<file path="src/rtl/div_pkg.sv">
// ---------------------------------------------------------------------------
// div_pkg
// Shared definitions for the sequential divider: RISC-V M-extension divide
// op encodings (funct3[1:0]), FSM state encoding and small op-decode helpers.
// ---------------------------------------------------------------------------
package div_pkg;

  localparam logic [1:0] OP_DIV  = 2'b00;
  localparam logic [1:0] OP_DIVU = 2'b01;
  localparam logic [1:0] OP_REM  = 2'b10;
  localparam logic [1:0] OP_REMU = 2'b11;

  typedef enum logic [1:0] {
    IDLE = 2'd0,
    CALC = 2'd1,
    FIX  = 2'd2,
    DONE = 2'd3
  } state_t;

  // DIV and REM treat their operands as two's complement.
  function automatic logic op_is_signed(input logic [1:0] op);
    return (op == OP_DIV) || (op == OP_REM);
  endfunction

  // REM and REMU return the remainder on the result port.
  function automatic logic op_is_rem(input logic [1:0] op);
    return (op == OP_REM) || (op == OP_REMU);
  endfunction

endpackage

</file>
<file path="src/rtl/seq_divider_if.sv">
// ---------------------------------------------------------------------------
// seq_divider_if
// Pipeline-side handshake bundle for seq_divider.
//   master : start, op, dividend, divisor, flush  -> divider
//   slave  : ready, busy, done, quotient, remainder, result -> pipeline
// ---------------------------------------------------------------------------
interface seq_divider_if #(
  parameter int WIDTH = 32
);
  logic             start;
  logic [1:0]       op;
  logic [WIDTH-1:0] dividend;
  logic [WIDTH-1:0] divisor;
  logic             flush;
  logic             ready;
  logic             busy;
  logic             done;
  logic [WIDTH-1:0] quotient;
  logic [WIDTH-1:0] remainder;
  logic [WIDTH-1:0] result;

  modport master (
    output start, op, dividend, divisor, flush,
    input  ready, busy, done, quotient, remainder, result
  );

  modport slave (
    input  start, op, dividend, divisor, flush,
    output ready, busy, done, quotient, remainder, result
  );
endinterface

</file>
<file path="src/rtl/div_step.sv">
// ---------------------------------------------------------------------------
// div_step
// One combinational restoring-division step.
//   i_rem     : current partial remainder (WIDTH bits)
//   i_bit     : next dividend bit shifted in
//   i_divisor : divisor magnitude
//   o_rem     : next partial remainder
//   o_q_bit   : quotient bit produced by this step
// ---------------------------------------------------------------------------
module div_step #(
  parameter int WIDTH = 32
) (
  input  logic [WIDTH-1:0] i_rem,
  input  logic             i_bit,
  input  logic [WIDTH-1:0] i_divisor,
  output logic [WIDTH-1:0] o_rem,
  output logic             o_q_bit
);
  logic [WIDTH:0] w_partial;
  logic [WIDTH:0] w_diff;

  assign w_partial = {i_rem, i_bit};
  assign w_diff    = w_partial - {1'b0, i_divisor};

  // The partial remainder is always below twice the divisor, so a
  // non-negative difference fits in WIDTH bits and bit WIDTH is the sign.
  assign o_q_bit = ~w_diff[WIDTH];
  assign o_rem   = o_q_bit ? w_diff[WIDTH-1:0] : w_partial[WIDTH-1:0];
endmodule

</file>
<file path="src/rtl/seq_divider.sv">
// ---------------------------------------------------------------------------
// seq_divider
// Multi-cycle restoring divider for DIV/DIVU/REM/REMU, one quotient bit per
// cycle, with RISC-V divide-by-zero and signed-overflow results.
//   clk   : clock, rising edge
//   reset : asynchronous active-low reset
//   bus   : seq_divider_if.slave (start/op/operands/flush in,
//           ready/busy/done/quotient/remainder/result out)
// ---------------------------------------------------------------------------
module seq_divider
  import div_pkg::*;
#(
  parameter int WIDTH = 32
) (
  input  logic         clk,
  input  logic         reset,
  seq_divider_if.slave bus
);
  localparam int CNT_W = (WIDTH > 1) ? $clog2(WIDTH) : 1;
  localparam logic [WIDTH-1:0] MOST_NEG = {1'b1, {(WIDTH-1){1'b0}}};

  state_t           r_state;
  logic [1:0]       r_op;
  logic             r_neg_q;
  logic             r_neg_r;
  logic [WIDTH-1:0] r_divisor;
  logic [WIDTH-1:0] r_q;        // dividend bits shift out, quotient bits shift in
  logic [WIDTH-1:0] r_rem;
  logic [CNT_W-1:0] r_cnt;
  logic             r_ready;
  logic             r_busy;
  logic             r_done;
  logic [WIDTH-1:0] r_quotient;
  logic [WIDTH-1:0] r_remainder;
  logic [WIDTH-1:0] r_result;

  logic             w_signed;
  logic             w_a_neg;
  logic             w_b_neg;
  logic [WIDTH-1:0] w_a_mag;
  logic [WIDTH-1:0] w_b_mag;
  logic             w_div_zero;
  logic             w_overflow;
  logic [WIDTH-1:0] w_step_rem;
  logic             w_q_bit;
  logic [WIDTH-1:0] w_fix_q;
  logic [WIDTH-1:0] w_fix_r;

  assign w_signed   = op_is_signed(bus.op);
  assign w_a_neg    = w_signed & bus.dividend[WIDTH-1];
  assign w_b_neg    = w_signed & bus.divisor[WIDTH-1];
  assign w_a_mag    = w_a_neg ? -bus.dividend : bus.dividend;
  assign w_b_mag    = w_b_neg ? -bus.divisor : bus.divisor;
  assign w_div_zero = (bus.divisor == '0);
  assign w_overflow = w_signed && (bus.dividend == MOST_NEG) && (bus.divisor == '1);

  div_step #(.WIDTH(WIDTH)) u_step (
    .i_rem     (r_rem),
    .i_bit     (r_q[WIDTH-1]),
    .i_divisor (r_divisor),
    .o_rem     (w_step_rem),
    .o_q_bit   (w_q_bit)
  );

  assign w_fix_q = r_neg_q ? -r_q : r_q;
  assign w_fix_r = r_neg_r ? -r_rem : r_rem;

  always_ff @(posedge clk or negedge reset) begin
    if (!reset) begin
      r_state     <= IDLE;
      r_op        <= '0;
      r_neg_q     <= 1'b0;
      r_neg_r     <= 1'b0;
      r_divisor   <= '0;
      r_q         <= '0;
      r_rem       <= '0;
      r_cnt       <= '0;
      r_ready     <= 1'b1;
      r_busy      <= 1'b0;
      r_done      <= 1'b0;
      r_quotient  <= '0;
      r_remainder <= '0;
      r_result    <= '0;
    end else if (bus.flush) begin
      // Abort: working state is simply abandoned, outputs keep old values.
      r_state <= IDLE;
      r_ready <= 1'b1;
      r_busy  <= 1'b0;
      r_done  <= 1'b0;
    end else begin
      case (r_state)
        IDLE, DONE: begin
          r_done <= 1'b0;
          if (bus.start) begin
            r_op    <= bus.op;
            r_ready <= 1'b0;
            r_busy  <= 1'b1;
            if (w_div_zero || w_overflow) begin
              // Special cases bypass CALC but still pass through FIX so the
              // outputs only ever load on the edge entering DONE.
              r_state <= FIX;
              r_neg_q <= 1'b0;
              r_neg_r <= 1'b0;
              r_q     <= w_div_zero ? '1 : MOST_NEG;
              r_rem   <= w_div_zero ? bus.dividend : '0;
            end else begin
              r_state   <= CALC;
              r_neg_q   <= w_a_neg ^ w_b_neg;
              r_neg_r   <= w_a_neg;
              r_q       <= w_a_mag;
              r_rem     <= '0;
              r_divisor <= w_b_mag;
              r_cnt     <= CNT_W'(WIDTH - 1);
            end
          end else begin
            r_state <= IDLE;
            r_ready <= 1'b1;
            r_busy  <= 1'b0;
          end
        end
        CALC: begin
          r_rem <= w_step_rem;
          r_q   <= {r_q[WIDTH-2:0], w_q_bit};
          r_cnt <= r_cnt - 1'b1;
          if (r_cnt == '0) begin
            r_state <= FIX;
          end
        end
        FIX: begin
          r_quotient  <= w_fix_q;
          r_remainder <= w_fix_r;
          r_result    <= op_is_rem(r_op) ? w_fix_r : w_fix_q;
          r_state     <= DONE;
          r_ready     <= 1'b1;
          r_busy      <= 1'b0;
          r_done      <= 1'b1;
        end
        default: begin
          r_state <= IDLE;
          r_ready <= 1'b1;
          r_busy  <= 1'b0;
          r_done  <= 1'b0;
        end
      endcase
    end
  end

  assign bus.ready     = r_ready;
  assign bus.busy      = r_busy;
  assign bus.done      = r_done;
  assign bus.quotient  = r_quotient;
  assign bus.remainder = r_remainder;
  assign bus.result    = r_result;
endmodule

</file>
<file path="src/flat_wrapper.sv">
// flat-port wrapper written by rule: the top's interface ports become plain ports
module seq_divider_flat import div_pkg::*;
#(
  parameter int WIDTH = 32
)
  (clk, reset, bus_start, bus_op, bus_dividend, bus_divisor, bus_flush, bus_ready, bus_busy, bus_done, bus_quotient, bus_remainder, bus_result);
  seq_divider_if #(.WIDTH(WIDTH)) bus_i ();
  input  logic clk;
  input  logic reset;
  input wire logic [$bits(bus_i.start)-1:0] bus_start;
  input wire logic [$bits(bus_i.op)-1:0] bus_op;
  input wire logic [$bits(bus_i.dividend)-1:0] bus_dividend;
  input wire logic [$bits(bus_i.divisor)-1:0] bus_divisor;
  input wire logic [$bits(bus_i.flush)-1:0] bus_flush;
  output wire logic [$bits(bus_i.ready)-1:0] bus_ready;
  output wire logic [$bits(bus_i.busy)-1:0] bus_busy;
  output wire logic [$bits(bus_i.done)-1:0] bus_done;
  output wire logic [$bits(bus_i.quotient)-1:0] bus_quotient;
  output wire logic [$bits(bus_i.remainder)-1:0] bus_remainder;
  output wire logic [$bits(bus_i.result)-1:0] bus_result;
  assign bus_i.start = bus_start;
  assign bus_i.op = bus_op;
  assign bus_i.dividend = bus_dividend;
  assign bus_i.divisor = bus_divisor;
  assign bus_i.flush = bus_flush;
  assign bus_ready = bus_i.ready;
  assign bus_busy = bus_i.busy;
  assign bus_done = bus_i.done;
  assign bus_quotient = bus_i.quotient;
  assign bus_remainder = bus_i.remainder;
  assign bus_result = bus_i.result;
  seq_divider #(.WIDTH(WIDTH)) u_core (.clk(clk), .reset(reset), .bus(bus_i));
endmodule
</file>
<file path="config.mk">
export PLATFORM = sky130hd
export DESIGN_NAME = seq_divider_flat
export DESIGN_NICKNAME = d
export VERILOG_FILES = /design/src/rtl/div_pkg.sv /design/src/rtl/seq_divider_if.sv /design/src/rtl/div_step.sv /design/src/rtl/seq_divider.sv /design/src/flat_wrapper.sv
export SDC_FILE = /design/constraint.sdc
export NUM_CORES = 1
export LEC_CHECK = 0
export ABC_AREA = 1
export CAP_MARGIN = 30
export CORE_AREA = 3 3 240 195
export DETAILED_ROUTE_END_ITERATION = 6
export DIE_AREA = 0 0 243 198
export PLACE_DENSITY = 0.59
export SYNTH_ARGS = -nofsm -noshare
export SYNTH_HDL_FRONTEND = slang
export SYNTH_SLANG_ARGS = --single-unit
</file>
<file path="constraint.sdc">
create_clock -name clk -period 5.9 [get_ports clk]
set_input_delay 0.59 -clock clk [delete_from_list [all_inputs] [get_ports clk]]
set_output_delay 0.59 -clock clk [all_outputs]
set_load 0.02 [all_outputs]
</file>
# Word level (Yosys, flattened, before mapping)
# Index checks and enable logic that the tools add are counted.
# totals
register_bits	206
wordCells	86
inputBits	70
# op_classes
reduce_logical	17
n_eq_ne	11
muxes	32
addsub	6
bitwise_logic	6
# op_table
cell	n
$mux 32	11
$neg 32->32	4
$pmux 32 s2	2
$eq 32x32->1 const B	2
$sub 33x32->33	1
$logic_not 32->1	1
$mux 31	1
$eq 2x2->1 const B	5
$mux 5	2
$pmux 5 s2	1
$mux 2	4
$reduce_and 4->1	2
$mux 1	7
$pmux 1 s2	3
$pmux 2 s3	1
$reduce_and 3->1	2
$logic_not 5->1	1
$sub 5x1->5 const B	1
$logic_not 2->1	2
$ne 2x2->1 const B	2
$logic_or 1x1->1	3
$ne 3x2->1 const B	1
$not 1->1	3
$reduce_bool 3->1	1
other kinds (7)	9

# Longest topological paths before layout
# depth
word_depth	9
mapped_depth	18

# Hierarchy
# Synthesis repeated with hierarchy kept, for this count alone.
# hier_totals
hier_cells	2536
hier_area_um2	16205.5
# modules_own_cells
module	instances	area_each_um2	cells_each
seq_divider	1	13042.5	1853
div_step	1	3163.0	683

# Worst setup path after synthesis
# No wires, ideal clock.
# synth_timing
path_kind	register to register
startpoint	register u_core.r_q[31]
endpoint	register u_core.r_rem[5]
setup_slack_ns	3.676
required_ns	5.776
stages_incl_launch_ff	19
setup_time_ns	0.124
n_path_buf	1
synth_period_minus_slack_ns	2.224
t_arrival_ns	2.100
path_cell_list	dfrtp_1 -> inv_1 -> ha_1 -> fa_1 -> inv_1 -> nand3_2 -> nand2_2 -> nand2_2 -> nand2_2 -> nand2_2 -> nand2_2 -> nand2_4 -> nand2_4 -> nand2_4 -> nand2_4 -> buf_6 -> nand2_1 -> nand3_1 -> a21oi_1
# synth_between
elab_chain_cells	3
# synth_lines
item	line	rtl
from (decl)	seq_divider.sv:27	logic [WIDTH-1:0] r_q;
from (signal assigned)	seq_divider.sv:104	r_q <= w_div_zero ? '1 : MOST_NEG;
from (signal assigned)	seq_divider.sv:110	r_q <= w_a_mag;
from (signal assigned)	seq_divider.sv:123	r_q <= {r_q[WIDTH-2:0], w_q_bit};
$sub 33x32->33	div_step.sv:23	assign w_diff = w_partial - {1'b0, i_divisor};
$mux 32	div_step.sv:28	assign o_rem = o_q_bit ? w_diff[WIDTH-1:0] : w_partial[WIDTH-1:0];
$pmux 32 s2	seq_divider.sv:91	case (r_state)
to (signal assigned)	seq_divider.sv:105	r_rem <= w_div_zero ? bus.dividend : '0;
to (signal assigned)	seq_divider.sv:122	r_rem <= w_step_rem;
to (decl)	seq_divider.sv:28	logic [WIDTH-1:0] r_rem;
# Every way passes these cells.
# A chain may end at the register's enable or synchronous reset.

# Final worst setup path
# layout_timing
startpoint	register u_core.r_state[0]
endpoint	register u_core.r_rem[3]
# layout_between
elab_chain_cells	4
elab_cells_between_ends	8
# layout_lines
item	line	rtl
from (decl)	seq_divider.sv:22	state_t r_state;
from (signal assigned)	seq_divider.sv:70	r_state <= IDLE;
from (signal assigned)	seq_divider.sv:86	r_state <= IDLE;
from (signal assigned)	seq_divider.sv:101	r_state <= FIX;
$eq 2x2->1 or $logic_not 2->1 (tied branches)	seq_divider.sv:91	
$reduce_or 2->1	seq_divider.sv:91	
$ne 2x2->1 (no line) or $reduce_bool 2->1 (tied branches)	-	
$reduce_and 3->1 (no line)	-	
# Parallel ways exist; a longest one is shown, timed or not.

==> metrics.yaml <==
max_slew_margin: 0.333
vias_per_cell: 5.13
grt_use_met3: 0.0408
r2r-end: "u_core.r_rem[3]"
finalPower_w: 0.0124
rsz0062_at_grt: "false"
clk_pin_slew_ns: 0.06
boundaryPins: 169
fmax_mhz: 307
cap_violations: 0
grt_max_degree: 111
reg2reg_from: "u_core.r_state[0]"
worst_slack_ns: 2.64
clockRootBuffer: "clkbuf_16"
cp.required_ns: 6.29
crit_path_max_fanout: 54
endpoint_kind: "register"
status: "finished clean"
clock_latency_ns: 0.54
yosysUniqueCellTypes: 52
diodes: 0
synth_fp_nets: 2532
start_util: 0.351
post-synth-top-area-cell: "dfrtp_1"
reg2reg_slack_ns: 2.64
layout-drive-gt1-share: 0.0495
period_share: 0.553
netlist.area_leader.share: 0.328
ctsLongestPathBuffers: 3
fin_area_um2: 18600
drt_iter0_markers: 1560
pre_cts_slack_ns: 2.21
dpl.hpwl_mm: 47.5
htreeDepth: 1
portBuffers: 168
min_period_ns: 3.26
first_pass_iters: 6
grt_overflow: 0
hp-class: "in -> async"
critPathLaunchType: "register"
drtAntennaViolNets: 0
rows: 69
netlist_top_cells_area: "dfrtp_1 33%, nand2_1 17%, inv_1 7.8%, nor2_1 7.4%, nand3_1 6.0%"
fin_skew_ns: 0.0185
cts_sinks: 205
cts_hold_buf: 0
placed_cell_area_um2: 17700
ys.flop_type: "dfrtp_1"
routed_wl_mm: 58.9
die_y_um: 198
p_leak_nw: 9.20
tns_ns: 0
worstRegToRegCells: 9
gr-usage-all-layers: 0.241
synthesis.instances: 2420
grt_util_met2: 0.351
synth_seq_area_share: 0.330
worst_pin_slew_ns: 1.00
crit_type: "reg -> reg"
setup_violations: 0
drc: 0
synthTopCellsByCount: "722 x nand2_1, 324 x inv_1, 306 x nor2_1"
hold_violations: 0
dieArea_um2: 48100
ys_warn_count: 0
wl_per_cell_um: 18.6
die_x_um: 243
syn2layout_area_growth_pct: 19.4
via_count: 16258
cts_tree: "yes"
nets: 2658
syn_avg_cell_area_um2: 6.43
antenna_found_initial: 0
postCtsSetupBuffers: 0
worstPathArrival_ns: 3.65
synth_edf_count: 0
ctsResizeCount: 0
grt-busiest-layer: "met1"
slew_viol_final: 0
cts_buffers: 25
grt.met1_usage: 0.371
grt_pass1_vias: 15347
core_area_um2: 44400
grt_pass1_wl_mm: 90.5
ys_seq_elements: 205
mappedNetlistArea_um2: 15600
peakVddDrop_v: 0.000246
powerDensity_nw_per_um2: 667
yosysMostFrequentCell: "nand2_1"
gp_congestion: 0.964
synthArstFlopShare: 1.00
post-route-util: 0.419
-- logic make-up after synthesis --
group,share of synthesized area
compound gates,0.116
xor+xnor,0.0534
fa+ha+maj,0.0342
buf+inv,0.105
flops,0.330
simple gates,0.362
-- state kept, by name (all words and copies together), names as in the netlist, 2 cells and up --
| name | cells |
|---|---|
| u_core.r_cnt | 5 |
| u_core.r_state | 2 |
| u_core.r_q | 32 |
| u_core.bus.quotient | 32 |
| u_core.r_rem | 32 |
| u_core.bus.result | 32 |
| u_core.bus.remainder | 32 |
| u_core.r_divisor | 32 |
-- worst max-delay path by stage --
stage / startpoint / to / slack [ns] / cells after the start
detailed placement: bus_flush / u_core.r_rem[3] / 2.21 / 8
global route: u_core.r_state[0] / u_core.r_rem[2] / 2.44 / 9
finish: u_core.r_state[0] / u_core.r_rem[3] / 2.64 / 9
floorplan: u_core.r_q[31] / u_core.r_rem[5] / 3.68 / 18
global placement: bus_flush / u_core.r_rem[3] / 2.23 / 8
CTS: u_core.r_state[0] / u_core.r_rem[3] / 2.66 / 9
-- worst max-delay path, cell delays in order (launching register included) --
cell     delay [ns]
dfrtp_1        0.36
inv_1          0.06
ha_1           0.36
inv_1          0.14
o21ai_1        0.12
a21oi_4        0.17
buf_4          0.53
inv_2          0.48
o21ai_0        0.69
a21oi_1        0.16
-- through the flow --
stage | cells | hold WS [ns]
6_report | 3167 | 0.131
5_1_grt | 3167 | 0.205
4_1_cts | 3167 | 0.168
3_5_place_dp | 3122 | 0.469
3_3_place_gp | 3122 | 0.459
2_1_floorplan | 2420 | 0.294
-- power breakdown --
group | switching [W] | internal (W)
logic | 0.00528 | 0.00260
clock network | 0.000636 | 0.000996
registers | 0.000788 | 0.00209
total | 0.00670 | 0.00569
-- cell type report --
cell class	count	area, µm²
fillers	4791	25800
multi-input cells	1804	8820
flip-flops and latches	205	5130
repair buffers	178	1770
inverters	332	1250
well taps	603	754
clock buffers	38	744
clock inverters	7	115
-- routing by layer --
layer	vias up	routed length, µm
met3	80	4520
met2	613	23900
met4	0	1360
li1	7916	-
met1	7649	29200
met5	-	0
-- placed cells by master, fill, tap and decap left out, types with 10 or more instances in the layout --
| cell | count |
|---|---|
| nand2_2 | 19 |
| a21oi_1 | 113 |
| nand2_1 | 722 |
| nor3_1 | 21 |
| inv_1 | 324 |
| xor2_1 | 79 |
| o21ai_2 | 10 |
| dfrtp_1 | 204 |
| nor2_1 | 305 |
| clkbuf_16 | 25 |
| ha_1 | 40 |
| o21ai_0 | 139 |
| a31oi_1 | 32 |
| nand3_1 | 188 |
| clkdlybuf4s50_1 | 167 |
| nand4_1 | 28 |
| xnor2_1 | 16 |
(Power assumes the default switching activity.)
